$ cat config.mk
export PLATFORM = sky130hd
export DESIGN_NAME = cardinal_nic
export DESIGN_NICKNAME = d
export VERILOG_FILES = /design/src/rtl/cardinal_nic.sv
export SDC_FILE = /design/constraint.sdc
export NUM_CORES = 1
export LEC_CHECK = 0
export ABC_AREA = 1
export CAP_MARGIN = 20
export CELL_PAD_IN_SITES_DETAIL_PLACEMENT = 0
export CELL_PAD_IN_SITES_GLOBAL_PLACEMENT = 1
export CORE_ASPECT_RATIO = 0.6
export CORE_MARGIN = 5
export CORE_UTILIZATION = 43
export CTS_BUF_LIST = sky130_fd_sc_hd__clkbuf_8
export DETAILED_ROUTE_END_ITERATION = 8
export PLACE_DENSITY_LB_ADDON = 0.05
export SYNTH_ARGS = -nofsm -noshare
export SYNTH_HDL_FRONTEND = slang
export SYNTH_SLANG_ARGS = --single-unit
$ cat constraint.sdc
create_clock -name clk -period 24.5 [get_ports clk]
set_clock_uncertainty 0.15 [all_clocks]
set_input_delay 3.675 -clock clk [delete_from_list [all_inputs] [get_ports clk]]
set_output_delay 3.675 -clock clk [all_outputs]
set_load 0.02 [all_outputs]
$ cat src/rtl/cardinal_nic.sv
// cardinal_nic: processor-side network interface for one cardinal router node.
// Provides a one-entry output buffer injected into the router under phase gating,
// a one-entry input buffer filled by router ejection, and wrapping tx/rx counters.
module cardinal_nic #(
    parameter int unsigned DATA_W = 64,
    parameter int unsigned VC_BIT = 63,
    parameter int unsigned CNT_W  = 32
) (
    input  logic              clk,
    input  logic              reset,
    input  logic [2:0]        addr,
    input  logic [DATA_W-1:0] d_in,
    output logic [DATA_W-1:0] d_out,
    input  logic              nicEn,
    input  logic              nicWrEn,
    output logic              net_so,
    output logic [DATA_W-1:0] net_do,
    input  logic              net_ro,
    input  logic              net_polarity,
    input  logic              net_si,
    input  logic [DATA_W-1:0] net_di,
    output logic              net_ri
);

    logic              out_full_q, out_full_d;
    logic              in_full_q, in_full_d;
    logic [DATA_W-1:0] out_buf_q, out_buf_d;
    logic [DATA_W-1:0] in_buf_q, in_buf_d;
    logic [CNT_W-1:0]  tx_count_q, tx_count_d;
    logic [CNT_W-1:0]  rx_count_q, rx_count_d;
    logic [DATA_W-1:0] d_out_q, d_out_d;
    logic              net_so_q, net_so_d;
    logic [DATA_W-1:0] net_do_q, net_do_d;

    logic inject;
    logic rd_en;
    logic wr_en;

    assign rd_en  = nicEn & ~nicWrEn;
    assign wr_en  = nicEn & nicWrEn;
    // The router only accepts the VC it is not draining in the current phase.
    assign inject = out_full_q & net_ro & (out_buf_q[VC_BIT] != net_polarity);

    assign d_out  = d_out_q;
    assign net_so = net_so_q;
    assign net_do = net_do_q;
    assign net_ri = ~in_full_q;

    // Next-state for buffers, counters, injection and processor read data.
    always_comb begin
        out_full_d = out_full_q;
        in_full_d  = in_full_q;
        out_buf_d  = out_buf_q;
        in_buf_d   = in_buf_q;
        tx_count_d = tx_count_q;
        rx_count_d = rx_count_q;
        d_out_d    = d_out_q;
        net_so_d   = 1'b0;
        net_do_d   = net_do_q;

        // Inject and accept-write are exclusive: a write only lands when the
        // buffer was already empty before this edge, so a drain-cycle write drops.
        if (inject) begin
            net_so_d   = 1'b1;
            net_do_d   = out_buf_q;
            out_full_d = 1'b0;
            tx_count_d = tx_count_q + CNT_W'(1);
        end else if (wr_en && addr == 3'b010 && !out_full_q) begin
            out_buf_d  = d_in;
            out_full_d = 1'b1;
        end

        // Capture only when ready was already high; a same-cycle read that
        // empties the buffer does not open it until the next edge.
        if (net_si && !in_full_q) begin
            in_buf_d   = net_di;
            in_full_d  = 1'b1;
            rx_count_d = rx_count_q + CNT_W'(1);
        end

        if (rd_en) begin
            case (addr)
                3'b000: begin
                    d_out_d = in_buf_q;
                    if (in_full_q) begin
                        in_full_d = 1'b0;
                    end
                end
                3'b001:  d_out_d = {{(DATA_W-1){1'b0}}, in_full_q};
                3'b011:  d_out_d = {{(DATA_W-1){1'b0}}, out_full_q};
                3'b100:  d_out_d = DATA_W'(tx_count_q);
                3'b101:  d_out_d = DATA_W'(rx_count_q);
                default: d_out_d = '0;
            endcase
        end
    end

    // State registers with asynchronous clear.
    always_ff @(posedge clk or posedge reset) begin
        if (reset) begin
            out_full_q <= 1'b0;
            in_full_q  <= 1'b0;
            out_buf_q  <= '0;
            in_buf_q   <= '0;
            tx_count_q <= '0;
            rx_count_q <= '0;
            d_out_q    <= '0;
            net_so_q   <= 1'b0;
            net_do_q   <= '0;
        end else begin
            out_full_q <= out_full_d;
            in_full_q  <= in_full_d;
            out_buf_q  <= out_buf_d;
            in_buf_q   <= in_buf_d;
            tx_count_q <= tx_count_d;
            rx_count_q <= rx_count_d;
            d_out_q    <= d_out_d;
            net_so_q   <= net_so_d;
            net_do_q   <= net_do_d;
        end
    end

endmodule
==> run summary, run 1 <==
synthesized area per cell: 8.76 sq um
Final Non-Filler Cells: 2303
dpl cells: 2224
Synth Cell Area: 13900 sq um
largest net degree at the start of global routing: 183
root buf cell: clkbuf_8
# H-tree levels: 2
WP data required: 24820 ps
Die ar.: 36100 sq um
net count after synthesis: 1726
Setup crit end: tx_count_q[22]
CTS max path bufs: 3
port bufs: 267
initial antenna violation count: 0
VDD IR-drop max: 0.0000552 V
TritonCTS clock tree: yes
Die Y: 149 um
status: completed
max frequency: 174 MHz
endpoints failing hold: 0
Sinks on Clock Net: 323
Area Overhead vs Synth: 27.5%
Worst slew margin: 30.1%
clock transition at the registers of the reported paths: 60 ps
Post-Synthesis Cells: 1586
post-layout min period: 5750 ps
post_cts resized: 0
WS Path Type: input pin to register
Clk Latency, worst-skew pair: 590 ps
Wirelength per Cell: 16.8 um
share of layout cells above drive strength 1: 6.07%
vias per cell: 4.85
global-route wire length before repair: 61500 um
Total Negative Setup Slacks: 0 ps
fillers: 2976
RD Place Congestion: 0.897
post-route ant nets: 0
die width: 242 um
Net count, final: 1990
io pins: 268
Detailed Route WL: 38600 um
Final Cycle Share: 23.5%
wire length on met2: 16500 um
flop2flop setup slack: 21910 ps
FF-to-FF End: tx_count_q[22]
vias in the first global route: 10901
DRT met1 WL: 19600 um
initial DRC count: 813
worst r2r src: out_buf_q[63]
final-report setup violation count: 0
hold crit path type: register to register
P per Cell Area: 95.6 nW/um^2
Yosys Warn Count: 0
# DRC: 0
crit-path max FO: 72
routed vias: 11180
Cell variety after synth: 31
Pre-antenna DRT Iters: 6
crit path launch: net_polarity
Seq cells post-synth: 323
Crit. End Element: register
CTS Hold Buffers Added: 0
cells on worst reg2reg path: 8
RSZ-0062 raised after global routing: false
Worst Tran Pin Value: 1050 ps
Core Footprint: 32200 sq um
Post-DP HPWL: 27100 um
met3 WL: 1960 um
MaxCap Viol Count: 0
Seq/Total Area, Yosys: 58.2%
Pleak: 0.00860 uW
Congestion Overflow GR: 0
GRT Util Overall: 21.2%
Startpoint Class: input pin
highest metal used: met4
Initial Util: 43.2%
post-CTS setup buffer count: 0
Row Count: 51
crit path DAT: 6070 ps
antenna cells: 0
total CTS buffers: 48
final-report max-slew violation count: 0
[worst min path at each step]
| stage | startpoint | end | slack, ps | depth (start not counted) |
|---|---|---|---|---|
| finish | in_buf_q[57] | in_buf_q[57] | 330 | 2 |
| global placement | rx_count_q[31] | rx_count_q[31] | 300 | 2 |
| CTS | in_buf_q[57] | in_buf_q[57] | 330 | 2 |
| detailed placement | d_out[0] | d_out[0] | 320 | 2 |
| global route | in_buf_q[8] | in_buf_q[8] | 350 | 2 |
| floorplan | rx_count_q[31] | rx_count_q[31] | 290 | 2 |
[state kept, by name, indices dropped and copies added, names as in the netlist]
register / count
d_out: 64
in_buf_q: 64
in_full_q: 1
net_do: 64
net_so: 1
out_buf_q: 64
out_full_q: 1
rx_count_q: 32
tx_count_q: 32
[metal layers]
metal | GRT usage (%) | vias to the layer above
met5 | 0 | -
met4 | 4.48 | 0
met3 | 3.94 | 44
met2 | 30.5 | 278
met1 | 33.4 | 5327
li1 | - | 5531
[area by class of cell]
| type | count | area [sq um] | area share [%] |
|---|---|---|---|
| clock buffer | 59 | 812 | 4.58 |
| clock inverter | 20 | 85.1 | 0.480 |
| inverter | 191 | 724 | 4.09 |
| multi-input combinational | 1010 | 4720 | 26.7 |
| sequential | 323 | 8080 | 45.6 |
| tap | 424 | 531 | 3.00 |
| timing repair buffer | 276 | 2750 | 15.5 |
[synthesized netlist by cell type]
master | count | area, sq um
a21oi_1 | 72 | 360
a22o_1 | 14 | 123
and3_1 | 1 | 6.26
buf_1 | 1 | 3.75
buf_2 | 23 | 115
buf_4 | 9 | 67.6
buf_6 | 10 | 113
clkbuf_1 | 19 | 71.3
dfrtp_1 | 323 | 8080
ha_1 | 2 | 25.0
inv_1 | 183 | 687
inv_2 | 8 | 30.0
nand2_1 | 490 | 1840
nand2_2 | 3 | 18.8
nand3_1 | 36 | 180
nand3_4 | 2 | 35.0
nand3b_1 | 5 | 37.5
nand4_1 | 36 | 225
nor2_1 | 130 | 488
nor2_2 | 6 | 37.5
nor2_4 | 8 | 90.1
nor3_1 | 6 | 30.0
nor3_2 | 4 | 40.0
o211ai_1 | 2 | 15.0
o21ai_0 | 132 | 661
o21ai_1 | 3 | 15.0
o21ai_2 | 10 | 87.6
o221ai_1 | 11 | 96.3
o22ai_1 | 4 | 25.0
xnor2_1 | 12 | 105
xor2_1 | 21 | 184
[logic make-up after synthesis]
family | after synthesis | share of synthesized area (%)
AOI/OAI and AO/OA | 248 | 9.95
DFF | 323 | 58.2
adders and majority gates | 2 | 0.180
buffers and inverters | 253 | 7.83
xor gates and xnor gates | 33 | 2.08
and+or+nand+nor | 727 | 21.8
[worst max-delay path: stages]
cell and delay (ps):
clkdlybuf4s50_1 470, inv_1 40, nand2_1 100, nand3_4 530, buf_4 560, nor2_4 240, nand2_1 150, o21ai_0 170
nand2_1 70
[report_power, final]
part	internal (uW)	switching, uW	total [uW]
logic	213	281	494
clock network	215	209	424
registers	696	79.8	776
total	1120	569	1690
[stage by stage]
stage / utilization (%) / instance area [sq um] / total power [uW] / hold WS, ps / setup slack [ps]
after global routing: 55.1 / 17700 / 1810 / 347 / 18520
after CTS: 55.1 / 17700 / 1720 / 332 / 18730
after detailed placement: 52.3 / 16800 / 1290 / 315 / 18120
after floorplan: - / 13900 / 1050 / 291 / 11730
final: 55.1 / 17700 / 1690 / 328 / 18750
after global placement: 52.3 / 16800 / 1270 / 303 / 18130
[cells in the final DEF, fill, tap and decap left out, drive strengths merged, types with 11 or more instances in the layout]
cell | netlist | final
nand2 | 493 | 493
dfrtp | 323 | 323
clkdlybuf4s50 | 0 | 267
inv | 191 | 207
o21ai | 145 | 145
nor2 | 144 | 144
a21oi | 72 | 72
clkbuf | 19 | 59
nand3 | 38 | 38
nand4 | 36 | 36
xor2 | 21 | 21
a22o | 14 | 14
xnor2 | 12 | 12
o221ai | 11 | 11
Note: power is estimated with default switching activity, not from simulation.
==> inputs of run 2 (changes only) <==
- CORE_UTILIZATION: 43 -> 40
- clock period: 24.5 -> 5.76 ns (I/O delays scaled with it)
==> run summary, run 2 (synthesized netlist as in run 1, its figures left out) <==
initial antenna violation count: 0 (unchanged)
fillers: 3254 (+9.3%)
global-route wire length before repair: 62500 um (+1.5%)
largest net degree at the start of global routing: 140 (-23%)
CTS Hold Buffers Added: 0 (unchanged)
total CTS buffers: 50 (+4.2%)
post-layout min period: 2740 ps
max frequency: 365 MHz
# DRC: 0 (unchanged)
TritonCTS clock tree: yes
VDD IR-drop max: 0.000245 V (+340%)
share of layout cells above drive strength 1: 6.62% (+0.55 points)
Pre-antenna DRT Iters: 5 (-1)
Worst Tran Pin Value: 916 ps (-132 ps)
port bufs: 267 (unchanged)
Area Overhead vs Synth: 28.6%
status: completed
Wirelength per Cell: 16.8 um (+0.30%)
Post-DP HPWL: 28100 um (+3.7%)
hold path endpoint: in_buf_q[55]
crit path DAT: 3080 ps (-2990 ps)
WS Path Type: input pin to register
vias in the first global route: 10777 (-1.1%)
CTS max path bufs: 3 (unchanged)
cells on worst reg2reg path: 8 (unchanged)
io pins: 268 (unchanged)
clock transition at the registers of the reported paths: 60 ps (about the same)
post-CTS setup buffer count: 0 (unchanged)
fin worst setup slack: 3020 ps (-15730 ps)
hold depth: 2 (unchanged)
Final Cycle Share: 47.6%
crit-path max FO: 78 (+8.3%)
final-report max-slew violation count: 0 (unchanged)
Sinks on Clock Net: 323 (unchanged)
worst r2r src: out_buf_q[63]
routed vias: 11205 (+0.22%)
flop2flop setup slack: 3390 ps (-18520 ps)
RD Place Congestion: 0.911 (+1.6%)
endpoints failing hold: 0 (unchanged)
MaxCap Viol Count: 0 (unchanged)
Die ar.: 38700 sq um (+7.1%)
P per Cell Area: 408 nW/um^2 (+330%)
antenna cells: 0 (unchanged)
RSZ-0062 raised after global routing: false
FF-to-FF End: tx_count_q[26]
die width: 251 um (+3.5%)
Detailed Route WL: 39500 um (+2.3%)
hold crit path type: register to register
crit path launch: addr[2]
Initial Util: 40.9% (-2.3 points)
footprint of the multi-input gates: 4720 sq um (unchanged)
Worst slew margin: 38.9% (+8.8 points)
Row Count: 52 (+2.0%)
vias per cell: 4.77 (-1.7%)
GRT Util Overall: 20.0% (-1.2 points)
total power draw: 7290 uW (+330%)
# H-tree levels: 2 (unchanged)
commonest non-fill, non-tap cell in the layout: nand2_1
post-route ant nets: 0 (unchanged)
Clk Latency, worst-skew pair: 580 ps (about the same)
Crit. End Element: register
Core Footprint: 34000 sq um (+5.6%)
Reg area: 8080 sq um (unchanged)
Total Negative Setup Slacks: 0 ps (unchanged)
Die Y: 154 um (+3.4%)
Startpoint Class: input pin
root buf cell: clkbuf_8
Congestion Overflow GR: 0 (unchanged)
hold_sp: in_buf_q[55]
Pleak: 0.00866 uW (+0.65%)
initial DRC count: 768 (-5.5%)
most frequent cells in the layout: nand2_1, dfrtp_1, clkdlybuf4s50_1, inv_1, o21ai_0
post_cts resized: 0 (unchanged)
final-report setup violation count: 0 (unchanged)
Net count, final: 1994 (+0.20%)
worst slack, placed: 2420 ps (-15700 ps)
WP data required: 6100 ps (-18720 ps)
[run 2: changes by cell type in the layout (fill, tap and decap cells not counted)]
cell        change
inv_1           -1
inv_6           +1
clkinv_2        +3
buf_12          +1
clkbuf_8        +5
clkinvlp_4      +1
buf_4           +1
inv_8           -1
[run 2: per-layer routing]
layer	GRT usage [%]	vias to the layer above	routed length (um)
met3	3.79	49	2310
li1	-	5536	-
met4	4.31	0	617
met5	0	-	0
met2	28.6	313	16900
met1	31.7	5307	19700
[run 2: how the worst max path moves through the flow]
| stage | endpoint | slack [ps] | cells past startpoint |
|---|---|---|---|
| global route | out_buf_q[10] | 2830 | 7 |
| detailed placement | out_buf_q[10] | 2420 | 6 |
| floorplan | d_out[0] | 440 | 1 |
| finish | out_buf_q[9] | 3020 | 7 |
| global placement | d_out[28] | 2490 | 8 |
| CTS | net_ri | 2970 | 2 |
[run 2: report_power, final]
group / internal [uW] / total [uW] / switching [uW]
sequential: 2960 / 3290 / 328
combinational: 911 / 2110 / 1200
clock: 994 / 1890 / 896
total: 4870 / 7290 / 2420
[run 2: critical path, cell delays in order]
cell and delay, ps:
clkdlybuf4s50_1 600, nor3_2 80, nand4_1 80, buf_4 430
buf_4 680, nor2_1 100, a21oi_1 150
[run 2: final cells by class]
cell class	instances	area share, %
flip-flops and latches	323	45.2
inverters	191	4.03
well taps	459	3.21
clock buffers	64	4.93
clock inverters	23	0.588
repair buffers	278	15.6
multi-input cells	1010	26.4
[run 2: per-stage QoR]
step	instance area [sq um]	hold slack (ps)	std cells	util [%]
after CTS	17900	333	2348	52.6
after floorplan	13900	291	1586	-
final	17900	326	2348	52.6
after global routing	17900	346	2348	52.6
after detailed placement	16900	315	2261	49.7
after global placement	16900	305	2261	49.7
==> inputs of run 3 (changes only) <==
- clock period: 5.76 -> 2.6 ns (I/O delays scaled with it)
==> run summary, run 3 (synthesized netlist as in run 1, its figures left out) <==
status: completed
endpoints failing hold: 0 (unchanged)
Initial Util: 40.9% (unchanged)
initial antenna violation count: 0 (unchanged)
root buf cell: clkbuf_8
vias per cell: 4.81 (+0.86%)
Congestion Overflow GR: 0 (unchanged)
Area Overhead vs Synth: 30.6%
met2 Use GR: 29.8% (+1.2 points)
largest net degree at the start of global routing: 97 (-31%)
# H-tree levels: 2 (unchanged)
Core Footprint: 34000 sq um (unchanged)
RD Place Congestion: 0.871 (-4.4%)
routed vias: 11407 (+1.8%)
Pleak: 0.00883 uW (+2.0%)
commonest non-fill, non-tap cell in the layout: nand2_1
vias in the first global route: 11170 (+3.6%)
Wirelength per Cell: 17.0 um (+1.0%)
WHS: 185 ps (-141 ps)
WP data required: 2060 ps (-4040 ps)
Final Cycle Share: 89.0%
worst slack, placed: 336 ps (-2080 ps)
WS Path Type: register to primary output
Sinks on Clock Net: 323 (unchanged)
CP max stage delay: 620 ps (-60 ps)
total CTS buffers: 51 (+2.0%)
clock transition at the registers of the reported paths: 60 ps (about the same)
max frequency: 432 MHz
CTS max path bufs: 3 (unchanged)
io pins: 268 (unchanged)
# DRC: 0 (unchanged)
CP Buf/Inv Count: 2 (-1)
port bufs: 267 (unchanged)
final-report setup violation count: 0 (unchanged)
MaxCap Viol Count: 0 (unchanged)
global routing's busiest layer: met1
P per Cell Area: 893 nW/um^2 (+120%)
Post-DP HPWL: 29000 um (+3.5%)
Startpoint Class: register
share of layout cells above drive strength 1: 7.38% (+0.76 points)
post-route ant nets: 0 (unchanged)
initial DRC count: 797 (+3.8%)
post-route cell area: 18200 sq um (+1.6%)
Crit. End Element: primary output
Slowest cell on crit path: clkdlybuf4s50_1
GRT Util Overall: 20.5% (+0.48 points)
Row Count: 52 (unchanged)
final-report max-slew violation count: 0 (unchanged)
met1 GRT Util: 32.2% (+0.56 points)
RSZ-0062 raised after global routing: false
fillers: 3279 (+0.77%)
Die ar.: 38700 sq um (unchanged)
post_cts resized: 0 (unchanged)
VDD IR-drop max: 0.000536 V (+120%)
M3 GR Usage: 3.69% (-0.10 points)
TritonCTS clock tree: yes
post-layout min period: 2320 ps
Detailed Route WL: 40300 um (+2.0%)
Die Y: 154 um (unchanged)
antenna cells: 0 (unchanged)
hold crit path type: input pin to register
fin worst setup slack: 285 ps (-2730 ps)
Pre-antenna DRT Iters: 5 (unchanged)
Worst slew margin: 66.6% (+28 points)
Clk Latency, worst-skew pair: 600 ps (+20 ps)
crit path DAT: 1780 ps (-1300 ps)
total power draw: 16200 uW (+120%)
most frequent cells in the layout: nand2_1, dfrtp_1, clkdlybuf4s50_1, inv_1, o21ai_0
crit-path max FO: 4 (-95%)
Post-DP Area: 17200 sq um (+1.8%)
Net count, final: 2016 (+1.1%)
family with the most delay on the worst path: buffers and inverters
CP Cell Sequence: inv_2 > clkdlybuf4s50_1
Worst Tran Pin Value: 500 ps (-416 ps)
die width: 251 um (unchanged)
global-route wire length before repair: 63900 um (+2.4%)
-- run 3: changes by cell type in the layout (fill, tap and decap cells not counted), sizes merged --
cell / before / now
clkinv: 5 / 6
clkinvlp: 3 / 1
inv: 206 / 210
dlygate4sd3: 0 / 1
clkbuf: 64 / 62
buf: 11 / 31
-- run 3: stage by stage --
step                instances  util, %  TNS, ps
finish                   2370     53.4        0
detailed placement       2281     50.6        0
global placement         2281     50.6        0
global route             2370     53.4        0
floorplan                1586        -  -726350
CTS                      2370     53.4        0
-- run 3: path summary, 6_finish.rpt --
check	from	to	slack (ps)	cells after the start
worst max register to register	tx_count_q[7]	tx_count_q[23]	750	7
max in group asynchronous	reset	d_out[55]	950	4
min in group asynchronous	reset	out_buf_q[40]	570	3
worst max-delay path	in_full_q	net_ri	280	2
worst min-delay path	net_di[4]	in_buf_q[4]	190	3
worst min register to register	rx_count_q[31]	rx_count_q[31]	330	2
-- run 3: what timing repair did --
item	in CTS	in global routing
setup buffers	0	0
hold buffers	1	0
hold endpoints to repair	6	0
-- run 3: where the power goes --
group / total, uW / internal (uW) / switching [uW]
registers: 7310 / 6560 / 755
clock network: 4110 / 2140 / 1980
logic: 4780 / 2080 / 2690
-- run 3: per-layer routing --
layer / share of wire [%] / wire, um
met1: 51 / 20400
met2: 43 / 17200
met3: 5.2 / 2110
met4: 1.4 / 578
met5: 0 / 0
-- run 3: worst reg2reg max path, cell delays in order, from the launching register on --
cell	delay, ps
dfrtp_1	500
nand2_1	130
inv_1	150
nand2_1	140
nor3_2	420
nand3_1	120
nand2_1	80
nand2_1	50
-- run 3: cell type report --
class | instances | area, sq um | area share (%)
Sequential cell | 323 | 8080 | 44.5
Multi-Input combinational cell | 1010 | 4720 | 26.0
Timing Repair Buffer | 299 | 3090 | 17.0
Clock buffer | 62 | 853 | 4.70
Inverter | 191 | 721 | 3.97
Tap cell | 459 | 574 | 3.16
Clock inverter | 26 | 105 | 0.579
